File: config.mk
export PLATFORM = sky130hd
export DESIGN_NAME = hid_bus_arbiter_flat
export DESIGN_NICKNAME = d
export VERILOG_FILES = /design/src/rtl/hid_bus_arbiter_if.sv /design/src/rtl/hid_bus_arbiter.sv /design/src/flat_wrapper.sv
export SDC_FILE = /design/constraint.sdc
export NUM_CORES = 1
export LEC_CHECK = 0
export BUFFER_PORTS_ARGS = -buffer_cell sky130_fd_sc_hd__buf_2
export CORE_AREA = 5 5 180 182
export DETAILED_ROUTE_END_ITERATION = 10
export DIE_AREA = 0 0 185 187
export PLACE_DENSITY = 0.34
export SETUP_SLACK_MARGIN = 0.4
export SLEW_MARGIN = 15
export SYNTH_ARGS = -nofsm -noshare
export SYNTH_HDL_FRONTEND = slang
export SYNTH_SLANG_ARGS = --single-unit
export TNS_END_PERCENT = 5
File: constraint.sdc
create_clock -name msoc_clk -period 4.55 [get_ports msoc_clk]
set_input_delay 0.91 -clock msoc_clk [delete_from_list [all_inputs] [get_ports msoc_clk]]
set_output_delay 0.91 -clock msoc_clk [all_outputs]
set_load 0.01 [all_outputs]
File: src/rtl/hid_bus_arbiter_if.sv
`default_nettype none
// +----------------------------------------------------------------------------+
// | Interface : hid_bus_arbiter_if                                             |
// | Purpose   : One master-side channel into the HID bus arbiter. A master     |
// |             presents a request (req/we/be/addr/wrdata). The arbiter        |
// |             answers with a zero-latency grant and a one-cycle-delayed      |
// |             read return.                                                   |
// | Signals   : req     - access request; fields held stable until accepted    |
// |             we      - 1 = write, 0 = read                                  |
// |             be      - byte enables [7:0]                                   |
// |             addr    - HID address [18:0] (bits [18:15] select the region)  |
// |             wrdata  - write data [63:0]                                    |
// |             gnt     - access accepted this cycle when req & gnt            |
// |             rvalid  - read data for this channel is valid this cycle       |
// |             rddata  - read data [63:0], zero when rvalid is low            |
// | Modports  : master (drives the request), slave (the arbiter side)          |
// | Revision  : 1.0 - initial release                                          |
// +----------------------------------------------------------------------------+
interface hid_bus_arbiter_if;

  logic        req;
  logic        we;
  logic [7:0]  be;
  logic [18:0] addr;
  logic [63:0] wrdata;
  logic        gnt;
  logic        rvalid;
  logic [63:0] rddata;

  modport master (
    output req,
    output we,
    output be,
    output addr,
    output wrdata,
    input  gnt,
    input  rvalid,
    input  rddata
  );

  modport slave (
    input  req,
    input  we,
    input  be,
    input  addr,
    input  wrdata,
    output gnt,
    output rvalid,
    output rddata
  );

endinterface : hid_bus_arbiter_if
`default_nettype wire

File: src/rtl/hid_bus_arbiter.sv
`default_nettype none
// +----------------------------------------------------------------------------+
// | Module    : hid_bus_arbiter                                                |
// | Purpose   : Shares the single HID peripheral bus between two masters.      |
// |             Port 0 is the core MMIO path. Port 1 is a boot/debug loader.   |
// |             The bus carries one access per cycle. Ownership is arbitrated  |
// |             in bounded bursts. Read data goes back to the issuing port     |
// |             one cycle after the strobe. Only granted requests reach the    |
// |             bus, so keyboard-FIFO pops are never speculative.              |
// | Clock     : msoc_clk, rising edge only                                     |
// | Reset     : rst, synchronous, active high                                  |
// | Ports     : m0, m1      - master channels (hid_bus_arbiter_if.slave)       |
// |             hid_en      - HID bus strobe                                   |
// |             hid_be      - byte enables to HID (0 when idle)                |
// |             hid_addr    - address to HID (0 when idle)                     |
// |             hid_wrdata  - write data to HID (0 when idle)                  |
// |             hid_rddata  - HID read data, valid one cycle after hid_en      |
// |             hid_owner   - port holding the current burst (debug only)      |
// | Params    : MAX_BURST   - beats one owner may take back to back before     |
// |                           re-arbitration (legal range 1..15)               |
// | Options   : HID_ARB_RR_EN - when defined, ties are broken round-robin.     |
// |                           When undefined, port 0 has fixed priority and    |
// |                           takes the bus at every arbitration point.        |
// | Revision  : 1.0 - initial release                                          |
// +----------------------------------------------------------------------------+
module hid_bus_arbiter #(
  parameter int MAX_BURST = 4
) (
  input  logic                    msoc_clk,
  input  logic                    rst,
  hid_bus_arbiter_if.slave        m0,
  hid_bus_arbiter_if.slave        m1,
  output logic                    hid_en,
  output logic [7:0]              hid_be,
  output logic [18:0]             hid_addr,
  output logic [63:0]             hid_wrdata,
  input  logic [63:0]             hid_rddata,
  output logic                    hid_owner
);

  // The beat counter is 4 bits wide, which is enough for the legal range.
  localparam logic [3:0] c_max_burst = 4'(MAX_BURST);

  // --------------------------------------------------------------------------
  // State
  // --------------------------------------------------------------------------
  logic       own_vld_q, own_vld_d;   // a burst is in progress
  logic       owner_q,   owner_d;     // port holding (or last holding) the bus
  logic [3:0] beats_q,   beats_d;     // beats accepted in the current burst
  logic       rr_ptr_q,  rr_ptr_d;    // port that wins the next tie
  logic       rd_pend_q, rd_pend_d;   // a read was strobed last cycle
  logic       rd_port_q, rd_port_d;   // port that issued that read

  // --------------------------------------------------------------------------
  // Grant decision
  // --------------------------------------------------------------------------
  logic w_owner_req;  // current owner is still requesting
  logic w_cont;       // current owner may keep the bus for another beat
  logic w_accept;     // some port is granted this cycle
  logic w_winner;     // which port that is (meaningful only when w_accept)
  logic w_win_we;     // direction of the winning access

  always_comb begin
    w_owner_req = owner_q ? m1.req : m0.req;
    // Continuation needs a live burst whose owner still requests and has not
    // used up its beat allowance. At the limit the owner falls back to
    // ordinary arbitration. As the sole requester it wins again, and that
    // starts a fresh burst.
    w_cont      = own_vld_q & w_owner_req & (beats_q < c_max_burst);

    w_accept = 1'b0;
    w_winner = 1'b0;
    // Nothing is granted while reset is asserted, so no HID strobe can leak
    // out during reset.
    if (!rst) begin
      if (w_cont) begin
        w_accept = 1'b1;
        w_winner = owner_q;
      end else if (m0.req && m1.req) begin
        w_accept = 1'b1;
        w_winner = rr_ptr_q;
      end else if (m0.req) begin
        w_accept = 1'b1;
        w_winner = 1'b0;
      end else if (m1.req) begin
        w_accept = 1'b1;
        w_winner = 1'b1;
      end
    end

    w_win_we = w_winner ? m1.we : m0.we;
  end

  // Grants go only to a requesting port, so req & gnt reduces to the grant.
  assign m0.gnt = w_accept & ~w_winner;
  assign m1.gnt = w_accept &  w_winner;

  // --------------------------------------------------------------------------
  // HID bus drive: a mux from the winner, forced to zero when idle
  // --------------------------------------------------------------------------
  always_comb begin
    hid_en     = w_accept;
    hid_be     = '0;
    hid_addr   = '0;
    hid_wrdata = '0;
    if (w_accept) begin
      if (w_winner) begin
        hid_be     = m1.be;
        hid_addr   = m1.addr;
        hid_wrdata = m1.wrdata;
      end else begin
        hid_be     = m0.be;
        hid_addr   = m0.addr;
        hid_wrdata = m0.wrdata;
      end
    end
  end

  assign hid_owner = owner_q;

  // --------------------------------------------------------------------------
  // Next-state logic
  // --------------------------------------------------------------------------
  always_comb begin
    own_vld_d = own_vld_q;
    owner_d   = owner_q;
    beats_d   = beats_q;
    rr_ptr_d  = rr_ptr_q;
    rd_pend_d = 1'b0;
    rd_port_d = rd_port_q;

    if (w_accept) begin
      if (w_cont) begin
        // Bounded by c_max_burst through w_cont, so this never wraps.
        beats_d = beats_q + 4'd1;
      end else begin
        owner_d   = w_winner;
        own_vld_d = 1'b1;
        beats_d   = 4'd1;
`ifdef HID_ARB_RR_EN
        rr_ptr_d  = ~w_winner;
`else
        // Fixed priority: port 0 wins every tie.
        rr_ptr_d  = 1'b0;
`endif
      end
      // Only reads occupy the return slot. Writes produce no rvalid.
      rd_pend_d = ~w_win_we;
      rd_port_d = w_winner;
    end else begin
      // An idle cycle ends any burst. The owner is kept for hid_owner.
      own_vld_d = 1'b0;
      beats_d   = 4'd0;
    end
  end

  always_ff @(posedge msoc_clk) begin
    if (rst) begin
      own_vld_q <= 1'b0;
      owner_q   <= 1'b0;
      beats_q   <= 4'd0;
      rr_ptr_q  <= 1'b0;
      rd_pend_q <= 1'b0;
      rd_port_q <= 1'b0;
    end else begin
      own_vld_q <= own_vld_d;
      owner_q   <= owner_d;
      beats_q   <= beats_d;
      rr_ptr_q  <= rr_ptr_d;
      rd_pend_q <= rd_pend_d;
      rd_port_q <= rd_port_d;
    end
  end

  // --------------------------------------------------------------------------
  // Read return
  // --------------------------------------------------------------------------
  // A read strobed just before reset still reached HID. Its return is
  // suppressed combinationally, so the master never sees data in the first
  // reset cycle.
  logic w_rvalid0;
  logic w_rvalid1;

  assign w_rvalid0 = rd_pend_q & ~rst & ~rd_port_q;
  assign w_rvalid1 = rd_pend_q & ~rst &  rd_port_q;

  assign m0.rvalid = w_rvalid0;
  assign m1.rvalid = w_rvalid1;
  assign m0.rddata = w_rvalid0 ? hid_rddata : '0;
  assign m1.rddata = w_rvalid1 ? hid_rddata : '0;

endmodule : hid_bus_arbiter
`default_nettype wire
File: src/flat_wrapper.sv
// flat-port wrapper written by rule: the top's interface ports become plain ports
module hid_bus_arbiter_flat 
#(
  parameter int MAX_BURST = 4
)
  (msoc_clk, rst, hid_en, hid_be, hid_addr, hid_wrdata, hid_rddata, hid_owner, m0_req, m0_we, m0_be, m0_addr, m0_wrdata, m0_gnt, m0_rvalid, m0_rddata, m1_req, m1_we, m1_be, m1_addr, m1_wrdata, m1_gnt, m1_rvalid, m1_rddata);
  hid_bus_arbiter_if m0_i ();
  hid_bus_arbiter_if m1_i ();
  input  logic msoc_clk;
  input  logic rst;
  output logic hid_en;
  output logic [7:0] hid_be;
  output logic [18:0] hid_addr;
  output logic [63:0] hid_wrdata;
  input  logic [63:0] hid_rddata;
  output logic hid_owner;
  input wire logic [$bits(m0_i.req)-1:0] m0_req;
  input wire logic [$bits(m0_i.we)-1:0] m0_we;
  input wire logic [$bits(m0_i.be)-1:0] m0_be;
  input wire logic [$bits(m0_i.addr)-1:0] m0_addr;
  input wire logic [$bits(m0_i.wrdata)-1:0] m0_wrdata;
  output wire logic [$bits(m0_i.gnt)-1:0] m0_gnt;
  output wire logic [$bits(m0_i.rvalid)-1:0] m0_rvalid;
  output wire logic [$bits(m0_i.rddata)-1:0] m0_rddata;
  input wire logic [$bits(m1_i.req)-1:0] m1_req;
  input wire logic [$bits(m1_i.we)-1:0] m1_we;
  input wire logic [$bits(m1_i.be)-1:0] m1_be;
  input wire logic [$bits(m1_i.addr)-1:0] m1_addr;
  input wire logic [$bits(m1_i.wrdata)-1:0] m1_wrdata;
  output wire logic [$bits(m1_i.gnt)-1:0] m1_gnt;
  output wire logic [$bits(m1_i.rvalid)-1:0] m1_rvalid;
  output wire logic [$bits(m1_i.rddata)-1:0] m1_rddata;
  assign m0_i.req = m0_req;
  assign m0_i.we = m0_we;
  assign m0_i.be = m0_be;
  assign m0_i.addr = m0_addr;
  assign m0_i.wrdata = m0_wrdata;
  assign m0_gnt = m0_i.gnt;
  assign m0_rvalid = m0_i.rvalid;
  assign m0_rddata = m0_i.rddata;
  assign m1_i.req = m1_req;
  assign m1_i.we = m1_we;
  assign m1_i.be = m1_be;
  assign m1_i.addr = m1_addr;
  assign m1_i.wrdata = m1_wrdata;
  assign m1_gnt = m1_i.gnt;
  assign m1_rvalid = m1_i.rvalid;
  assign m1_rddata = m1_i.rddata;
  hid_bus_arbiter #(.MAX_BURST(MAX_BURST)) u_core (.msoc_clk(msoc_clk), .rst(rst), .m0(m0_i), .m1(m1_i), .hid_en(hid_en), .hid_be(hid_be), .hid_addr(hid_addr), .hid_wrdata(hid_wrdata), .hid_rddata(hid_rddata), .hid_owner(hid_owner));
endmodule
==> summary.txt, run 1 <==
Final layout
  • Antenna cells: 0
  • Nets: 1179
  • Layout area overhead: 96.2%
  • Fill cell count: 3578
  • Layout cells sized above 1: 0.532

Clocking
  • CTS root buf: clkbuf_16
  • Max clock buf depth: 2
  • Hold buffers post-CTS: 0
  • Num CTS Buffers: 3
  • Clock slew at reported path FFs: 0.04 ns
  • Clk Latency, worst-skew pair: 0.23 ns
  • Postcts setup bufs: 0
  • CTS resizes: 0
  • # H-tree levels: 1
  • Sink Count: 8
  • CTS tree: yes

Place
  • Final Wtd Congestion: 0.844
  • Post-DP HPWL: 15500 um
  • Port-buffer cells: 476

Logic synthesis
  • Avg Cell Area, Syn: 6.29 sq um
  • Most frequent cells after synthesis: and2_1 (128), inv_1 (94), mux2i_1 (94)
  • Dominant cell type by area after synthesis: mux2i_1
  • Primary FF master, synth: dfxtp_1
  • Most frequent cell after synthesis: and2_1
  • Simple-gate share of the synthesized area: 0.414
  • Register bit total from synthesis: 8
  • Post-synthesis compound-gate area fraction: 0.0211
  • EDFF count, synth: 0
  • Largest family of logic cells by synthesized area: simple AND/OR/NAND/NOR gates
  • Dominant cells by area after synthesis: mux2i_1 (32%), and2_1 (27%), inv_1 (12%), nand2_1 (12%), dfxtp_1 (5.4%)
  • Mux contribution to synthesized area: 0.317
  • Sequential fraction of the synthesis area: 0.0540
  • Synth Warn #: 0
  • Mapped cell area: 2970 sq um
  • Area share of fa/ha/maj cells after synthesis: 0.00422
  • Asr flop ratio synth: 0
  • Xor/xnor share of the synthesized area: 0.00295
  • Yosys cell types: 23
  • Yosys top cell area share: 0.317
  • Post-Syn Instances: 472
  • Syn Nets: 725

Timing
  • Tcrit/Tclk final: 0.761
  • Clock Skew: 0.00267 ns
  • Min cycle time layout: 3.46 ns
  • Slew HR: 0.624
  • Setup-failing EPs final: 0
  • FMAX: 289 MHz
  • Setup_tns: 0 ns
  • Slew at the pin with the worst max-slew slack: 0.564 ns
  • Slew Limit Fails: 0
  • Hold WS: 0.468 ns
  • RSZ-0062 raised after global routing: no
  • Final Hold Fails: 0

Job
  • Max cap viols: 0

Worst setup path
  • CP endpoint kind: primary output
  • Kind of critical path: input pin to primary output
  • Worst R2R End: u_core.rd_pend_q
  • Max stage delay cell, worst path: a22oi_4
  • RR Startpoint: u_core.hid_owner
  • Worst Path Arrival: 2.55 ns
  • Worst reg2reg path depth: 4
  • CP max stage delay: 0.40 ns
  • CP startpoint kind: input pin
  • CP Max Fanout: 45
  • CP cell instances: buf_2 -> and3b_1 -> a22oi_4 -> buf_12 -> mux2i_1 -> buf_2
  • R2R Setup Slk: 2.80 ns
  • Most frequent CP cell: buf_2
  • Worst EP required: 3.64 ns

Routing
  • Routed vias: 4422
  • Vias per cell: 3.35
  • Residual DRC: 0
  • Final ANT Viol Nets: 0
  • Starting DRT DRC Count: 100
  • Pre-antenna DRT Iters: 4
  • WL final: 17700 um
  • Drt wl/cell: 13.4 um

Floorplan
  • Core area: 30400 sq um
  • Total I/O pin count: 477
  • Die Y: 187 um
  • Initial Util: 0.0975
  • Full die area: 34600 sq um
  • Row cnt: 64
  • Chip Width: 185 um

Global route
  • Largest net degree at the start of global routing: 66
  • Gr usage total: 0.0917
  • Total global routing overflow: 0
  • Number of global-route vias before repair: 4278
  • First-pass GRT wire length: 25300 um
  • Initial antenna violation count: 1

Min path
  • Worst min-delay path startpoint: u_core.rd_port_q
  • Hold Path Class: register to register
  • Worst Hold Path EP: u_core.rd_port_q
  • Hold Crit Depth: 2

Pwr
  • Power Density: 107 nW/um^2
  • Max VDD drop: 0.0841 mV
  • Total power: 624 uW
  • Leakage power: 0.00430 uW

Outcome
  • Status: finished clean
==> critical path: cells and delay by family <==
family                 cells  cell delay (ns)
multiplexers               1             0.27
buffers and inverters      3             0.68
AND/OR/NAND/NOR            1             0.23
AO/OA/AOI/OAI              1             0.40
==> through the flow <==
step,area [sq um],setup WS [ns],util,cells
final,5820,1.09,0.191,1320
after global routing,5820,0.964,0.191,1320
after CTS,5820,1.05,0.191,1320
after detailed placement,5740,1.06,0.189,1317
after global placement,5740,1.04,0.189,1317
after floorplan,2970,1.51,-,472
==> per-layer routing <==
layer  up-vias  part of all wire  track usage
met5         -           0.00073            0
met1      1878              0.35       0.0970
met3        10             0.094       0.0169
met2       226              0.55        0.188
li1       2306                 -            -
met4         2            0.0062       0.0119
==> logic make-up after synthesis <==
| logic type | after synthesis |
|---|---|
| buffers and inverters | 129 |
| AND/OR/NAND/NOR | 232 |
| XOR/XNOR | 1 |
| adder cells (fa/ha/maj) | 1 |
| multiplexers | 94 |
| flip-flops | 8 |
| other | 1 |
| AO/OA/AOI/OAI | 6 |
==> state kept, by name (all words and copies together), names as in the netlist <==
name,flops
u_core.beats_q,4
u_core.own_vld_q,1
u_core.rd_port_q,1
u_core.hid_owner,1
u_core.rd_pend_q,1
==> worst max-delay path by stage <==
stage,from,endpoint,slack (ns),depth (start not counted)
2_1_floorplan,rst,hid_wrdata[10],1.51,6
3_3_place_gp,rst,hid_wrdata[20],1.04,6
3_5_place_dp,rst,hid_wrdata[8],1.06,6
4_1_cts,rst,hid_wrdata[8],1.05,6
5_1_grt,rst,hid_wrdata[20],0.96,6
6_report,rst,hid_wrdata[20],1.09,6
==> cells in the final DEF (no fill, tap or decap), types with 2 or more instances in the layout <==
| cell type | netlist | final |
|---|---|---|
| buf_2 | 7 | 476 |
| and2_1 | 128 | 128 |
| inv_1 | 94 | 94 |
| mux2i_1 | 94 | 94 |
| nand2_1 | 93 | 93 |
| dfxtp_1 | 8 | 8 |
| buf_4 | 3 | 6 |
| nand2b_1 | 4 | 4 |
| clkbuf_16 | 0 | 3 |
| nor3b_2 | 1 | 2 |
| and3b_1 | 2 | 2 |
| buf_12 | 0 | 2 |
==> final cells by class <==
class	count	area, sq um	area share
timing repair buffer	484	2470	0.424
multi-input combinational	335	2270	0.390
tap	396	495	0.0851
inverter	94	353	0.0606
sequential	8	160	0.0275
clock buffer	3	75.1	0.0129
==> power breakdown <==
group | leakage [uW] | switching (uW) | internal, uW
logic | 0.00420 | 203 | 198
registers | 0.0000661 | 2.52 | 74.0
clock network | 0.0000370 | 34.0 | 113
total | 0.00430 | 239 | 385
(Power assumes the default switching activity.)
==> run 2, diff against run 1 <==
- CORE_AREA: 5 5 180 182 -> 5 5 184 186
- DIE_AREA: 0 0 185 187 -> 0 0 189 191
- PLACE_DENSITY: 0.34 -> 0.33
- clock period: 4.55 -> 3.4 ns (I/O delays scaled with it)
==> run 2 against run 1 <==
- critical endpoint is now hid_wrdata[32]
- critical path depth stayed put
- hold slack worse by 0.0073 ns
- sequential power grew 33%
- first-iteration DRC count decreased by 8.0%
- sequential share of layout area hardly changed
- non-clock buffer count increased by 3
- largest power group unchanged
- largest cell class unchanged
- global-route usage is 0.42 points lower
- wire length is 4.8% higher
- final cell count is 1.2% higher
==> summary.txt, run 2 (synthesis results as in run 1) <==
Routing
  • WL final: 18600 um
  • Vias per cell: 3.34
  • Routed vias: 4458
  • Drt wl/cell: 13.9 um
  • Starting DRT DRC Count: 92
  • Residual DRC: 0
  • Pre-antenna DRT Iters: 4
  • Final ANT Viol Nets: 0

Worst setup path
  • Worst EP required: 2.72 ns
  • CP max stage delay: 0.30 ns
  • CP cell instances: buf_2 -> and3b_1 -> a22oi_4 -> clkbuf_16 -> mux2i_1 -> buf_2
  • Kind of critical path: input pin to primary output
  • Worst Path Arrival: 2.19 ns
  • Delay-heaviest family, CP: buffers and inverters
  • CP endpoint kind: primary output
  • Max stage delay cell, worst path: clkbuf_16
  • RR Startpoint: u_core.hid_owner
  • Crit path buffers/inverters: 3
  • Most frequent CP cell: buf_2
  • CP Max Fanout: 25
  • CP startpoint kind: input pin
  • Worst R2R End: u_core.rd_pend_q
  • Worst reg2reg path depth: 5
  • R2R Setup Slk: 1.81 ns

Outcome
  • Status: finished clean

Timing
  • Tcrit/Tclk final: 0.845
  • Setup_tns: 0 ns
  • Slew HR: 0.663
  • Setup-failing EPs final: 0
  • FMAX: 348 MHz
  • Min cycle time layout: 2.87 ns
  • Hold WS: 0.461 ns
  • Slew Limit Fails: 0
  • Slew at the pin with the worst max-slew slack: 0.506 ns
  • Final Hold Fails: 0
  • RSZ-0062 raised after global routing: no
  • Clock Skew: 0.000767 ns

Clocking
  • CTS root buf: clkbuf_16
  • Clock slew at reported path FFs: 0.04 ns
  • Hold buffers post-CTS: 0
  • Max clock buf depth: 2
  • Sink Count: 8
  • Num CTS Buffers: 3
  • # H-tree levels: 1
  • CTS tree: yes
  • Clk Latency, worst-skew pair: 0.23 ns

Place
  • Final Wtd Congestion: 0.826
  • Placed Area: 5780 sq um
  • Placed Cells: 1329
  • Post-DP HPWL: 15700 um
  • Port-buffer cells: 476

Final layout
  • Max reg flops: 4
  • Most frequent cells in the layout: buf_2 (476), and2_1 (128), inv_1 (94), mux2i_1 (94), nand2_1 (93)
  • Most common cell after layout, fill and taps aside: buf_2
  • Final cell count without fillers: 1336
  • Nets: 1182
  • Post-route cell area: 5910 sq um
  • Fill cell count: 3736
  • Layout cells sized above 1: 0.534
  • Largest Register: u_core.beats_q
  • Fin util: 0.184
  • Layout area overhead: 99.4%

Min path
  • Worst Hold Path EP: u_core.rd_port_q
  • Hold Path Class: register to register
  • Worst min-delay path startpoint: u_core.rd_port_q
  • Hold Crit Depth: 2

Floorplan
  • Chip Width: 189 um
  • Row cnt: 66
  • Die Y: 191 um
  • Core area: 32100 sq um
  • Initial Util: 0.0924
  • Total I/O pin count: 477
  • Full die area: 36100 sq um

Job
  • Max cap viols: 0

Pwr
  • Power Density: 143 nW/um^2
  • Leakage power: 0.00434 uW
  • Max VDD drop: 0.114 mV

Global route
  • Number of global-route vias before repair: 4373
  • Largest net degree at the start of global routing: 79
  • Gr usage total: 0.0875
  • Total global routing overflow: 0
  • First-pass GRT wire length: 25100 um
  • Initial antenna violation count: 2
## run 2: cell count changes in the layout (fill, tap and decap cells not counted), sizes merged
cell and delta:
diode +1, buf +1, clkbuf +2
## run 2: worst min-delay path, stage by stage (launching register included)
cell and delay (ns):
dfxtp_1 0.31, nand2_1 0.06, nand2_1 0.04
## run 2: final cells by class
cell class | instances | area, sq um | area share
flip-flops and latches | 8 | 160 | 0.0271
repair buffers | 487 | 2540 | 0.430
clock buffers | 3 | 75.1 | 0.0127
inverters | 94 | 353 | 0.0597
well taps | 408 | 510 | 0.0863
multi-input cells | 335 | 2270 | 0.384
diodes | 1 | 2.50 | 0.000423
## run 2: worst max path at each step
stage,startpoint,to,cells past startpoint
2_1_floorplan,rst,hid_wrdata[10],6
3_3_place_gp,rst,hid_wrdata[32],6
3_5_place_dp,rst,hid_addr[14],7
4_1_cts,rst,hid_addr[14],7
5_1_grt,rst,hid_wrdata[32],6
6_report,rst,hid_wrdata[32],6
## run 2: what timing repair did
| action | CTS | global route |
|---|---|---|
| setup buffers | 0 | 1 |
| setup endpoints to repair | 0 | 11 |
| resized for setup | 0 | 2 |
| hold endpoints to repair | 0 | 0 |
## run 2: through the flow
stage | setup WS, ns | total power, uW
detailed placement | 0.454 | 654
global placement | 0.432 | 656
floorplan | 0.819 | 354
global route | 0.412 | 918
CTS | 0.446 | 856
finish | 0.528 | 845
## run 2: metal layers
layer | wire length (um) | track usage | vias up
li1 | - | - | 2318
met1 | 6580 | 0.0918 | 1922
met2 | 10200 | 0.176 | 208
met3 | 1590 | 0.0270 | 10
met4 | 172 | 0.00757 | 0
met5 | 0 | 0 | -
## run 2: where the power goes
part	total [uW]	switching, uW	internal (uW)
Clock	196	44.6	152
Sequential	102	2.68	99.0
Combinational	547	276	271
